$ cat src/rtl/muldiv_unit.sv
// muldiv_unit
//   Iterative RV32M multiply/divide execute unit. One operation is taken per
//   start pulse while idle. Multiplies use a radix-2 shift-add loop and
//   divides use a restoring-division loop. Each loop runs for 32 iterations.
//   The RISC-V-defined result is returned with a one-cycle done pulse.
//
//   Optional build macro: MULDIV_FAST_MUL_EN
//     When defined, all multiply ops finish through a single-cycle
//     combinational 64-bit product. Division is not affected.
//
//   Ports
//     clk    : rising-edge clock
//     rst    : asynchronous active-high reset
//     start  : launch request, sampled only while busy = 0
//     op     : funct3 (000 MUL, 001 MULH, 010 MULHSU, 011 MULHU,
//                      100 DIV, 101 DIVU, 110 REM,    111 REMU)
//     rs1    : dividend / multiplicand
//     rs2    : divisor / multiplier
//     busy   : high whenever the unit is not idle
//     done   : single-cycle completion pulse
//     result : registered result, held until the next completion
module muldiv_unit #(
  parameter int unsigned XLEN = 32
) (
  input  logic            clk,
  input  logic            rst,
  input  logic            start,
  input  logic [2:0]      op,
  input  logic [XLEN-1:0] rs1,
  input  logic [XLEN-1:0] rs2,
  output logic            busy,
  output logic            done,
  output logic [XLEN-1:0] result
);

  localparam int unsigned CW = $clog2(XLEN);

  localparam logic [2:0] OP_MUL    = 3'b000;
  localparam logic [2:0] OP_MULH   = 3'b001;
  localparam logic [2:0] OP_MULHSU = 3'b010;
  localparam logic [2:0] OP_MULHU  = 3'b011;
  localparam logic [2:0] OP_DIV    = 3'b100;
  localparam logic [2:0] OP_DIVU   = 3'b101;
  localparam logic [2:0] OP_REM    = 3'b110;

  typedef enum logic [1:0] {
    S_IDLE,
    S_CALC,
    S_FIX,
    S_DONE
  } state_t;

  state_t          state_q, state_d;
  logic [CW-1:0]   cnt_q, cnt_d;
  logic [2:0]      op_q, op_d;
  logic [XLEN-1:0] mag_q, mag_d;     // multiplicand or divisor magnitude
  logic [XLEN-1:0] hi_q, hi_d;       // product high half / partial remainder
  logic [XLEN-1:0] lo_q, lo_d;       // multiplier+product low / dividend+quotient
  logic            neg1_q, neg1_d;   // rs1 was negative and signed
  logic            neg2_q, neg2_d;   // rs2 was negative and signed
  logic [XLEN-1:0] result_q, result_d;

  // Operand decode for the launch cycle
  logic            in_s1, in_s2, in_neg1, in_neg2;
  logic [XLEN-1:0] in_mag1, in_mag2;
  logic            div_by_zero, div_ovf;

  // Iteration datapaths
  logic [XLEN:0]   mul_sum;
  logic [XLEN:0]   div_shift;
  logic [XLEN:0]   div_diff;

  // Final sign correction
  logic [2*XLEN-1:0] prod_fix;
  logic [XLEN-1:0]   quo_fix, rem_fix;

`ifdef MULDIV_FAST_MUL_EN
  logic [2*XLEN-1:0] fast_a, fast_b, fast_prod;
`endif

  always_comb begin
    in_s1   = (op == OP_MULH) || (op == OP_MULHSU) || (op == OP_DIV) || (op == OP_REM);
    in_s2   = (op == OP_MULH) || (op == OP_DIV) || (op == OP_REM);
    in_neg1 = in_s1 && rs1[XLEN-1];
    in_neg2 = in_s2 && rs2[XLEN-1];
    in_mag1 = in_neg1 ? -rs1 : rs1;
    in_mag2 = in_neg2 ? -rs2 : rs2;
    div_by_zero = op[2] && (rs2 == '0);
    div_ovf     = op[2] && !op[0] && (rs1 == {1'b1, {(XLEN-1){1'b0}}}) && (rs2 == '1);

    // Shift-add: add the multiplicand into the high half when the current
    // multiplier bit is set, then shift the whole 64-bit pair right by one.
    mul_sum   = {1'b0, hi_q} + (lo_q[0] ? {1'b0, mag_q} : '0);

    // Restoring divide: shift the next dividend bit into the remainder. The
    // borrow bit of the trial subtraction decides whether the result is kept.
    div_shift = {hi_q, lo_q[XLEN-1]};
    div_diff  = div_shift - {1'b0, mag_q};

    prod_fix = (neg1_q ^ neg2_q) ? -{hi_q, lo_q} : {hi_q, lo_q};
    quo_fix  = (neg1_q ^ neg2_q) ? -lo_q : lo_q;
    rem_fix  = neg1_q ? -hi_q : hi_q;

`ifdef MULDIV_FAST_MUL_EN
    fast_a    = in_s1 ? {{XLEN{rs1[XLEN-1]}}, rs1} : {{XLEN{1'b0}}, rs1};
    fast_b    = in_s2 ? {{XLEN{rs2[XLEN-1]}}, rs2} : {{XLEN{1'b0}}, rs2};
    fast_prod = fast_a * fast_b;
`endif
  end

  always_comb begin
    state_d  = state_q;
    cnt_d    = cnt_q;
    op_d     = op_q;
    mag_d    = mag_q;
    hi_d     = hi_q;
    lo_d     = lo_q;
    neg1_d   = neg1_q;
    neg2_d   = neg2_q;
    result_d = result_q;

    case (state_q)
      S_IDLE: begin
        if (start) begin
          op_d   = op;
          neg1_d = in_neg1;
          neg2_d = in_neg2;
          cnt_d  = '0;
          hi_d   = '0;
          if (op[2]) begin
            mag_d = in_mag2;
            lo_d  = in_mag1;
          end else begin
            mag_d = in_mag1;
            lo_d  = in_mag2;
          end

          if (div_by_zero) begin
            result_d = op[1] ? rs1 : '1;
            state_d  = S_DONE;
          end else if (div_ovf) begin
            result_d = op[1] ? '0 : {1'b1, {(XLEN-1){1'b0}}};
            state_d  = S_DONE;
          end
`ifdef MULDIV_FAST_MUL_EN
          else if (!op[2]) begin
            result_d = (op == OP_MUL) ? fast_prod[XLEN-1:0] : fast_prod[2*XLEN-1:XLEN];
            state_d  = S_DONE;
          end
`endif
          else begin
            state_d = S_CALC;
          end
        end
      end

      S_CALC: begin
        if (op_q[2]) begin
          if (!div_diff[XLEN]) begin
            hi_d = div_diff[XLEN-1:0];
            lo_d = {lo_q[XLEN-2:0], 1'b1};
          end else begin
            hi_d = div_shift[XLEN-1:0];
            lo_d = {lo_q[XLEN-2:0], 1'b0};
          end
        end else begin
          hi_d = mul_sum[XLEN:1];
          lo_d = {mul_sum[0], lo_q[XLEN-1:1]};
        end
        cnt_d = cnt_q + 1'b1;
        if (cnt_q == CW'(XLEN-1)) begin
          state_d = S_FIX;
        end
      end

      S_FIX: begin
        case (op_q)
          OP_MUL:                       result_d = prod_fix[XLEN-1:0];
          OP_MULH, OP_MULHSU, OP_MULHU: result_d = prod_fix[2*XLEN-1:XLEN];
          OP_DIV, OP_DIVU:              result_d = quo_fix;
          default:                      result_d = rem_fix;
        endcase
        state_d = S_DONE;
      end

      S_DONE: begin
        state_d = S_IDLE;
      end

      default: begin
        state_d = S_IDLE;
      end
    endcase
  end

  always_ff @(posedge clk or posedge rst) begin
    if (rst) begin
      state_q  <= S_IDLE;
      cnt_q    <= '0;
      op_q     <= '0;
      mag_q    <= '0;
      hi_q     <= '0;
      lo_q     <= '0;
      neg1_q   <= 1'b0;
      neg2_q   <= 1'b0;
      result_q <= '0;
    end else begin
      state_q  <= state_d;
      cnt_q    <= cnt_d;
      op_q     <= op_d;
      mag_q    <= mag_d;
      hi_q     <= hi_d;
      lo_q     <= lo_d;
      neg1_q   <= neg1_d;
      neg2_q   <= neg2_d;
      result_q <= result_d;
    end
  end

  assign busy   = (state_q != S_IDLE);
  assign done   = (state_q == S_DONE);
  assign result = result_q;

endmodule

$ cat config.mk
export PLATFORM = sky130hd
export DESIGN_NAME = muldiv_unit
export DESIGN_NICKNAME = d
export VERILOG_FILES = /design/src/rtl/muldiv_unit.sv
export SDC_FILE = /design/constraint.sdc
export NUM_CORES = 1
export LEC_CHECK = 0
export ABC_AREA = 0
export BUFFER_PORTS_ARGS = -buffer_cell sky130_fd_sc_hd__buf_2
export CORE_ASPECT_RATIO = 0.9
export CORE_MARGIN = 4
export CORE_UTILIZATION = 39
export DETAILED_ROUTE_END_ITERATION = 8
export PLACE_DENSITY = 0.6
export SLEW_MARGIN = 15
export SYNTH_ARGS = -nofsm -noshare
export SYNTH_HDL_FRONTEND = slang
export SYNTH_SLANG_ARGS = --single-unit
$ cat constraint.sdc
create_clock -name clk -period 5.25 [get_ports clk]
set_input_delay 1.05 -clock clk [delete_from_list [all_inputs] [get_ports clk]]
set_output_delay 1.05 -clock clk [all_outputs]
set_load 0.01 [all_outputs]
==> flow_summary.yaml, run 1 <==
status:
  status: "completed"
setup_path:
  cp-startpoint: "hi_q[0]"
  path_class: "reg2reg"
  cp.arrival_ns: 4.80
  cp-end-kind: "register"
  cp-start-kind: "register"
  ff2ff_path_depth: 13
  timing.rr.start: "hi_q[0]"
  cp_max_fo: 15
  required_ns: 5.55
cts:
  clkTransAtPathRegs_ns: 0.07
  cts_hold_buffers: 0
  root_buffer: "clkbuf_16"
  cts_sinks: 140
  cts_max_level: 4
  clockBufferDepth: 2
  clkLatencyLatePin_ns: 0.45
  cts_setup_buffers: 0
  tritoncts: "yes"
  cts_resized: 0
  tritoncts.num_buffers: 17
floorplan:
  row_count: 67
  die_w_um: 214
  pin_count: 104
  start_util_pct: 39.7
  dieHeight_um: 193
  core_area_sq_um: 37400
  die_area_sq_um: 41300
logic_synthesis:
  synth.distinct_cells: 83
  yosys-mux-area-fraction_pct: 4.40
  seq_area_frac_synth_pct: 23.6
  synthTopCellsByArea: "dfrtp_1 (24%), a21oi_1 (6.8%), ha_1 (6.3%)"
  synth_area_per_cell_sq_um: 7.40
  async_flop_share_pct: 100
  synth_top_family_by_area: "compound AO/OA/AOI/OAI gates"
  synth_ff_type: "dfrtp_1"
  synth_edf_count: 0
  ys_ff_latch: 140
  syn_nets: 2155
  yosysWarnings: 0
  synth_top_area_cell: "dfrtp_1"
  syn_area_sq_um: 14900
  synth_compound_area_share_pct: 27.9
  synth_xor_area_share_pct: 11.3
  synthAdderAreaFrac_pct: 6.59
  yosysTopAreaCellShare_pct: 23.6
  syn_inst: 2008
  synth-simple-area-share_pct: 21.0
timing:
  maxSlewViolCount: 0
  fin_setup_tns_ns: 0
  timing.fmax_mhz: 223
  setup_ws_ns: 0.757
  period_minus_slack_ns: 4.49
  finalSetupViolations: 0
  finalHoldViolCount: 0
  fin_crit_sh_pct: 85.6
  finalClockSkew_ns: 0.0111
  rsz0062_at_grt: "no"
  slew_headroom_pct: 25.7
  worstMarginPinSlew_ns: 1.11
pwr:
  power_leakage_nw: 6.92
  powerDensity_nw_per_um2: 659
  vdd_drop_max_mv: 0.314
placed_design:
  routabilityCongestion: 0.966
  preCtsSetupSlack_ns: 0.470
  io_buffers: 103
  place_hpwl_um: 45500
finish:
  fillCellCount: 3842
  layout-drive-gt1-share_pct: 11.0
  layout_commonest_cell: "nor2_1"
  syn_to_final_growth_pct: 10.3
  diodes: 0
  fin_nets: 2182
  final_cell_mix: "nor2_1 (249), a21oi_1 (202), nand2_1 (177)"
route:
  ant_nets: 0
  drt-initial-drc-count: 1926
  wire_per_inst_um: 23.4
  first_pass_iters: 6
  vias: 15800
  viasPerCell: 6.23
  remaining_drc_errors: 0
  wl_um: 59100
min_path:
  hold_depth: 2
  hp-start: "mag_q[22]"
  hold_path_class: "reg2reg"
grt:
  grt.total_usage_pct: 28.1
  grt_overflow: 0
  antenna_found_initial: 2
  grt_pass1_wl_um: 88200
  grt_start_max_net_pins: 117
  grt_pass1_vias: 14200
job:
  drv_cap: 0
==> metal layers <==
layer	up-vias	global-route usage, %	share of wire [%]
met5	-	0	0.022
met4	2	7.16	2.4
met3	63	7.09	11
met2	812	39.0	40
met1	7571	43.0	46
li1	7317	-	-
==> worst max-delay path, stage by stage, from the launching register on <==
cell      delay (ns)
dfrtp_1         0.47
inv_1           0.19
fa_1            0.47
nand2b_1        0.21
a211oi_2        0.28
o211ai_1        0.19
a211o_1         0.31
a221o_1         0.42
a211o_1         0.35
nor2b_2         0.22
xnor2_4         0.49
buf_4           0.40
mux2i_1         0.24
o21ai_1         0.07
==> final timing paths <==
| kind | to | slack, ns |
|---|---|---|
| max in group asynchronous | op_q[2] | 3.67 |
| max | hi_q[9] | 0.76 |
| max reg2reg | hi_q[9] | 0.76 |
| min reg2reg | mag_q[22] | 0.48 |
| min in group asynchronous | result[24] | 0.61 |
| min | mag_q[22] | 0.48 |
==> flip-flops by register name, summed over array words and instances, names as in the netlist <==
register,count
mag_q,32
result,32
neg2_q,1
state_q,2
hi_q,32
op_q,3
neg1_q,1
cnt_q,5
lo_q,32
==> power by group <==
| group | leakage, nW | switching [mW] | total, mW | internal [mW] |
|---|---|---|---|---|
| Sequential | 1.73 | 0.723 | 2.28 | 1.56 |
| Clock | 0.293 | 0.554 | 1.29 | 0.736 |
| Combinational | 4.90 | 4.51 | 7.22 | 2.71 |
| Total | 6.92 | 5.79 | 10.8 | 5.01 |
==> stage by stage <==
step | cell area (sq um) | hold slack (ns) | utilization [%] | std cells | power [mW]
finish | 16400 | 0.484 | 43.8 | 2531 | 10.8
global route | 16400 | 0.509 | 43.8 | 2531 | 11.6
CTS | 16400 | 0.489 | 43.8 | 2531 | 10.6
detailed placement | 15800 | 0.474 | 42.2 | 2499 | 9.28
global placement | 15800 | 0.458 | 42.2 | 2499 | 9.23
floorplan | 14900 | 0.439 | - | 2008 | 7.21
==> final cells by class <==
cell class              count  area, sq um  area share, %
clock buffers              19          453           2.76
clock inverters            13          153          0.932
inverters                  67          256           1.57
well taps                 483          604           3.69
repair buffers            138          793           4.84
flip-flops and latches    140         3500           21.4
multi-input cells        1671        10600           64.8
==> cell usage after synthesis, types with 5 or more instances <==
master,count
o21ai_1,26
clkbuf_1,105
nand4_1,24
and4_1,7
buf_2,9
nor2b_1,13
and2_1,6
a22oi_1,27
dfrtp_1,140
a31oi_1,34
mux2_2,27
a221oi_1,8
a2111oi_0,5
mux2i_1,35
or4_1,14
nand2b_1,27
inv_1,65
buf_1,11
nand3_1,36
nor4_1,15
o21ai_0,169
o41ai_1,14
ha_1,75
o211ai_1,14
o21a_1,9
o31a_1,6
or3_1,18
and3_1,13
a41oi_1,5
nand3b_1,5
xor2_1,96
nor3_1,41
a211oi_1,34
o22ai_1,13
nor2_1,249
a21o_1,36
a221o_1,5
a21oi_1,202
xnor2_1,93
a211o_1,7
nand2_1,178
o31ai_1,22
==> kinds of logic after synthesis <==
logic type               Yosys count
buffers and inverters            197
AND/OR/NAND/NOR                  667
AO/OA/AOI/OAI                    675
adder cells (fa/ha/maj)           77
flip-flops                       140
XOR/XNOR                         190
multiplexers                      62
Note: power is estimated with default switching activity, not from simulation.
==> inputs of run 2 (changes only) <==
--- a/config.mk
+++ b/config.mk
@@ -11,7 +11,7 @@
 export CORE_MARGIN = 4
 export CORE_UTILIZATION = 39
 export DETAILED_ROUTE_END_ITERATION = 8
-export PLACE_DENSITY = 0.6
+export PLACE_DENSITY = 0.54
 export SLEW_MARGIN = 15
 export SYNTH_ARGS = -nofsm -noshare
 export SYNTH_HDL_FRONTEND = slang
==> constraint.sdc (replaced) <==
create_clock -name clk -period 5.25 [get_ports clk]
set_input_delay 0.7875 -clock clk [delete_from_list [all_inputs] [get_ports clk]]
set_output_delay 0.7875 -clock clk [all_outputs]
set_load 0.01 [all_outputs]
==> run 2 against run 1 <==
  * Critical path depth is 1 higher
  * Hold slack worse by 0.16 ns
  * Combinational power is 2% higher
  * Power is 0.65% higher
  * Register-to-register slack better by 0.07 ns
  * Fmax is 1.7% higher
  * Sequential share of layout area hardly changed
  * Clock power hardly changed
  * Non-clock buffer count is 3 higher
  * Clock skew is 0.0035 ns higher
  * Wire length is 3.1% higher
  * Cell count is 0.12% higher
  * Highest routed layer unchanged
==> flow_summary.yaml, run 2 (synthesis results as in run 1) <==
finish:
  fin_nets: 2185
  diodes: 0
  layout_commonest_cell: "nor2_1"
  fillCellCount: 3877
  final_cell_mix: "nor2_1 (249), a21oi_1 (202), nand2_1 (177)"
  design_area_sq_um: 16400
  multi_input_comb_area_sq_um: 10600
  layout-drive-gt1-share_pct: 11.2
  syn_to_final_growth_pct: 10.4
  fin_util_pct: 43.9
  ff_latch_area_sq_um: 3500
grt:
  grt.total_usage_pct: 29.1
  grt_overflow: 0
  antenna_found_initial: 4
  grt_pass1_wl_um: 91000
  grt_pass1_vias: 14300
  grt_start_max_net_pins: 114
setup_path:
  path_depth: 14
  crit_top_cell: "a211o_1"
  cp-start-kind: "register"
  required_ns: 5.57
  rr_endpoint: "hi_q[10]"
  path_delay_family: "compound AO/OA/AOI/OAI gates"
  slowest_delay_ns: 0.48
  cp.arrival_ns: 4.74
  path_class: "reg2reg"
  slowest_stage: "xnor2_4"
  ff2ff_path_depth: 14
  cp_max_fo: 13
  crit_buf_inv: 2
  cp-endpoint: "hi_q[10]"
  path_cells: "inv_1 -> ha_1 -> fa_1 -> nand2b_1 -> a211oi_2 -> o211ai_1 -> a211o_1 -> a221o_1 -> a211o_1 -> nor2b_2 -> xnor2_4 -> buf_4 -> mux2i_1 -> o221ai_1"
  cp-startpoint: "lo_q[31]"
  reg2reg_slack_ns: 0.83
  cp-end-kind: "register"
  timing.rr.start: "lo_q[31]"
placed_design:
  place_area_sq_um: 15800
  place_hpwl_um: 47600
  io_buffers: 103
  routabilityCongestion: 0.966
route:
  wl_um: 60900
  first_pass_iters: 6
  ant_nets: 0
  remaining_drc_errors: 0
  viasPerCell: 6.16
  wire_per_inst_um: 24.0
  drt-initial-drc-count: 1940
  vias: 15600
timing:
  slew_headroom_pct: 29.9
  timing.fmax_mhz: 226
  fin_crit_sh_pct: 84.2
  hold-worst-slack_ns: 0.319
  finalSetupViolations: 0
  period_minus_slack_ns: 4.42
  fin_setup_tns_ns: 0
  worstMarginPinSlew_ns: 1.05
  rsz0062_at_grt: "no"
  maxSlewViolCount: 0
  finalHoldViolCount: 0
  finalClockSkew_ns: 0.0146
cts:
  cts_setup_buffers: 0
  cts_resized: 0
  root_buffer: "clkbuf_16"
  clockBufferDepth: 2
  clkTransAtPathRegs_ns: 0.07
  clkLatencyLatePin_ns: 0.47
  tritoncts: "yes"
  tritoncts.num_buffers: 17
  cts_sinks: 140
  cts_hold_buffers: 0
  cts_max_level: 4
floorplan:
  die_w_um: 214
  row_count: 67
  core_area_sq_um: 37400
  pin_count: 104
  die_area_sq_um: 41300
  start_util_pct: 39.7
  dieHeight_um: 193
pwr:
  p_total_mw: 10.9
  vdd_drop_max_mv: 0.671
  powerDensity_nw_per_um2: 663
  power_leakage_nw: 6.94
min_path:
  hold_path_class: "in2async"
job:
  drv_cap: 0
status:
  status: "completed"
run 2: cell count changes in the layout (fill, tap and decap cells not counted), sizes merged:
cell	delta
inv	+5
buf	+3
bufinv	-2
clkbuf	-2
clkinvlp	-1
run 2: area by class of cell:
| class | instances | share of cell area, % |
|---|---|---|
| Clock buffer | 17 | 2.59 |
| Sequential cell | 140 | 21.4 |
| Inverter | 67 | 1.56 |
| Clock inverter | 15 | 1.02 |
| Timing Repair Buffer | 141 | 4.97 |
| Multi-Input combinational cell | 1671 | 64.8 |
| Tap cell | 483 | 3.69 |
run 2: per-layer routing:
metal / up-vias / share of wire, % / global-route usage [%]
li1: 7335 / - / -
met1: 7453 / 47 / 44.0
met2: 740 / 41 / 41.5
met3: 85 / 9.5 / 6.37
met4: 4 / 2.5 / 7.78
met5: - / 0.044 / 0
run 2: through the flow:
stage	instances	setup slack, ns
after floorplan	2008	0.710
after global placement	2502	0.875
after detailed placement	2502	0.690
after CTS	2534	0.870
after global routing	2534	0.572
final	2534	0.831
run 2: worst min-delay path by stage:
stage	start	endpoint	slack, ns	cells past startpoint
after floorplan	mag_q[30]	mag_q[30]	0.44	2
after global placement	mag_q[30]	mag_q[30]	0.46	2
after detailed placement	mag_q[30]	mag_q[30]	0.46	2
after CTS	rst	result[6]	0.32	2
after global routing	rst	result[6]	0.34	2
final	rst	result[14]	0.32	2
run 2: report_power, final:
group	leakage, nW	switching (mW)	internal (mW)
combinational	4.92	4.62	2.74
clock	0.289	0.626	0.642
sequential	1.73	0.682	1.56
total	6.94	5.93	4.94
==> inputs of run 3 (changes only) <==
==> constraint.sdc (replaced) <==
create_clock -name clk -period 4.46 [get_ports clk]
set_input_delay 0.669 -clock clk [delete_from_list [all_inputs] [get_ports clk]]
set_output_delay 0.669 -clock clk [all_outputs]
set_load 0.01 [all_outputs]
==> run 3 against run 2 <==
  * Register-to-register slack got worse by 0.40 ns
  * Flip-flop and latch count stayed put
  * Via count is 0.31% lower
  * Design area increased by 1.2%
  * Cell count increased by 0.91%
  * Sequential power up 17%
  * Clock skew up 0.0050 ns
  * Die area unchanged
==> flow_summary.yaml, run 3 (synthesis results as in run 1) <==
finish:
  layout_commonest_cell: "nor2_1"
  design_area_sq_um: 16600
  layout-drive-gt1-share_pct: 12.1
  syn_to_final_growth_pct: 11.8
  fillCellCount: 3840
  fin_cells: 2557
  final_cell_mix: "nor2_1 (249), a21oi_1 (202), nand2_1 (177)"
  fin_nets: 2207
route:
  drt-initial-drc-count: 1788
  wire_per_inst_um: 23.4
  ant_nets: 0
  vias: 15600
  viasPerCell: 6.09
  remaining_drc_errors: 0
  first_pass_iters: 6
  wl_um: 60000
grt:
  grt_overflow: 0
  grt_pass1_vias: 14100
  antenna_found_initial: 1
  grt.total_usage_pct: 28.7
  grt_pass1_wl_um: 90100
  grt_start_max_net_pins: 75
placed_design:
  place_hpwl_um: 47200
  routabilityCongestion: 0.977
  placed_cells: 2524
  io_buffers: 103
  place_area_sq_um: 16000
floorplan:
  core_area_sq_um: 37400
  start_util_pct: 39.7
  row_count: 67
  dieHeight_um: 193
  die_area_sq_um: 41300
  pin_count: 104
  die_w_um: 214
cts:
  tritoncts: "yes"
  clkTransAtPathRegs_ns: 0.08
  cts_hold_buffers: 0
  cts_max_level: 4
  cts_sinks: 140
  clkLatencyLatePin_ns: 0.45
  cts_resized: 0
  cts_setup_buffers: 0
  clockBufferDepth: 2
  tritoncts.num_buffers: 17
  root_buffer: "clkbuf_16"
pwr:
  powerDensity_nw_per_um2: 774
  vdd_drop_max_mv: 0.440
  p_total_mw: 12.9
  power_leakage_nw: 7.06
timing:
  finalHoldViolCount: 0
  maxSlewViolCount: 0
  fin_crit_sh_pct: 90.5
  rsz0062_at_grt: "no"
  period_minus_slack_ns: 4.03
  finalSetupViolations: 0
  finalClockSkew_ns: 0.0196
  slew_headroom_pct: 27.2
  fin_setup_tns_ns: 0
  worstMarginPinSlew_ns: 1.09
  timing.fmax_mhz: 248
setup_path:
  required_ns: 4.79
  cp.arrival_ns: 4.37
  cp-end-kind: "register"
  cp-start-kind: "register"
  cp_max_fo: 6
  path_class: "reg2reg"
status:
  status: "completed"
job:
  drv_cap: 0
min_path:
  hold_path_class: "in2async"
==> run 3: path summary, 6_finish.rpt <==
kind	start	end	slack, ns	depth (start not counted)
setup / recovery	lo_q[31]	hi_q[29]	0.43	13
hold / removal	rst	result[12]	0.29	2
setup reg to reg	lo_q[31]	hi_q[29]	0.43	13
hold reg to reg	mag_q[30]	mag_q[30]	0.47	2
max in group asynchronous	rst	hi_q[2]	3.25	3
min in group clk	mag_q[30]	mag_q[30]	0.47	2
==> run 3: metal layers <==
metal	global-route usage (%)	up-vias	part of all wire, %
li1	-	7382	-
met3	4.95	54	8.6
met2	40.9	662	41
met5	0	-	0
met1	44.7	7471	48
met4	7.31	0	2.5
==> run 3: through the flow <==
step	utilization, %	hold slack (ns)	setup WS, ns
finish	44.4	0.291	0.426
global route	44.4	0.335	0.194
CTS	44.4	0.316	0.457
detailed placement	42.7	0.457	0.501
global placement	42.7	0.461	0.582
floorplan	-	0.439	0.0381
==> run 3: cell type report <==
cell class                      count  area, sq um  area share, %
Sequential cell                   140         3500           21.1
Multi-Input combinational cell   1671        10600           64.0
Clock inverter                     15          196           1.18
Timing Repair Buffer              163          993           5.98
Tap cell                          483          604           3.64
Antenna cell                        1         2.50         0.0151
Clock buffer                       17          425           2.56
Inverter                           67          256           1.54
==> run 3: worst max-delay path, cell delays in order (launching register included) <==
cell and delay [ns]:
dfrtp_1 0.37, inv_1 0.10, ha_1 0.22, fa_1 0.39
nand2b_1 0.21, a211oi_2 0.26, o211ai_1 0.17, a211o_1 0.30
a221o_1 0.40, a211o_1 0.36, nor2b_2 0.22, xor2_1 0.48
nor3_1 0.10, a311o_1 0.33
==> run 3: power by group <==
part | leakage, nW | internal (mW) | total (mW) | switching (mW)
clock | 0.301 | 0.769 | 1.52 | 0.750
combinational | 5.03 | 3.30 | 8.73 | 5.43
sequential | 1.73 | 1.83 | 2.61 | 0.775
total | 7.06 | 5.90 | 12.9 | 6.96
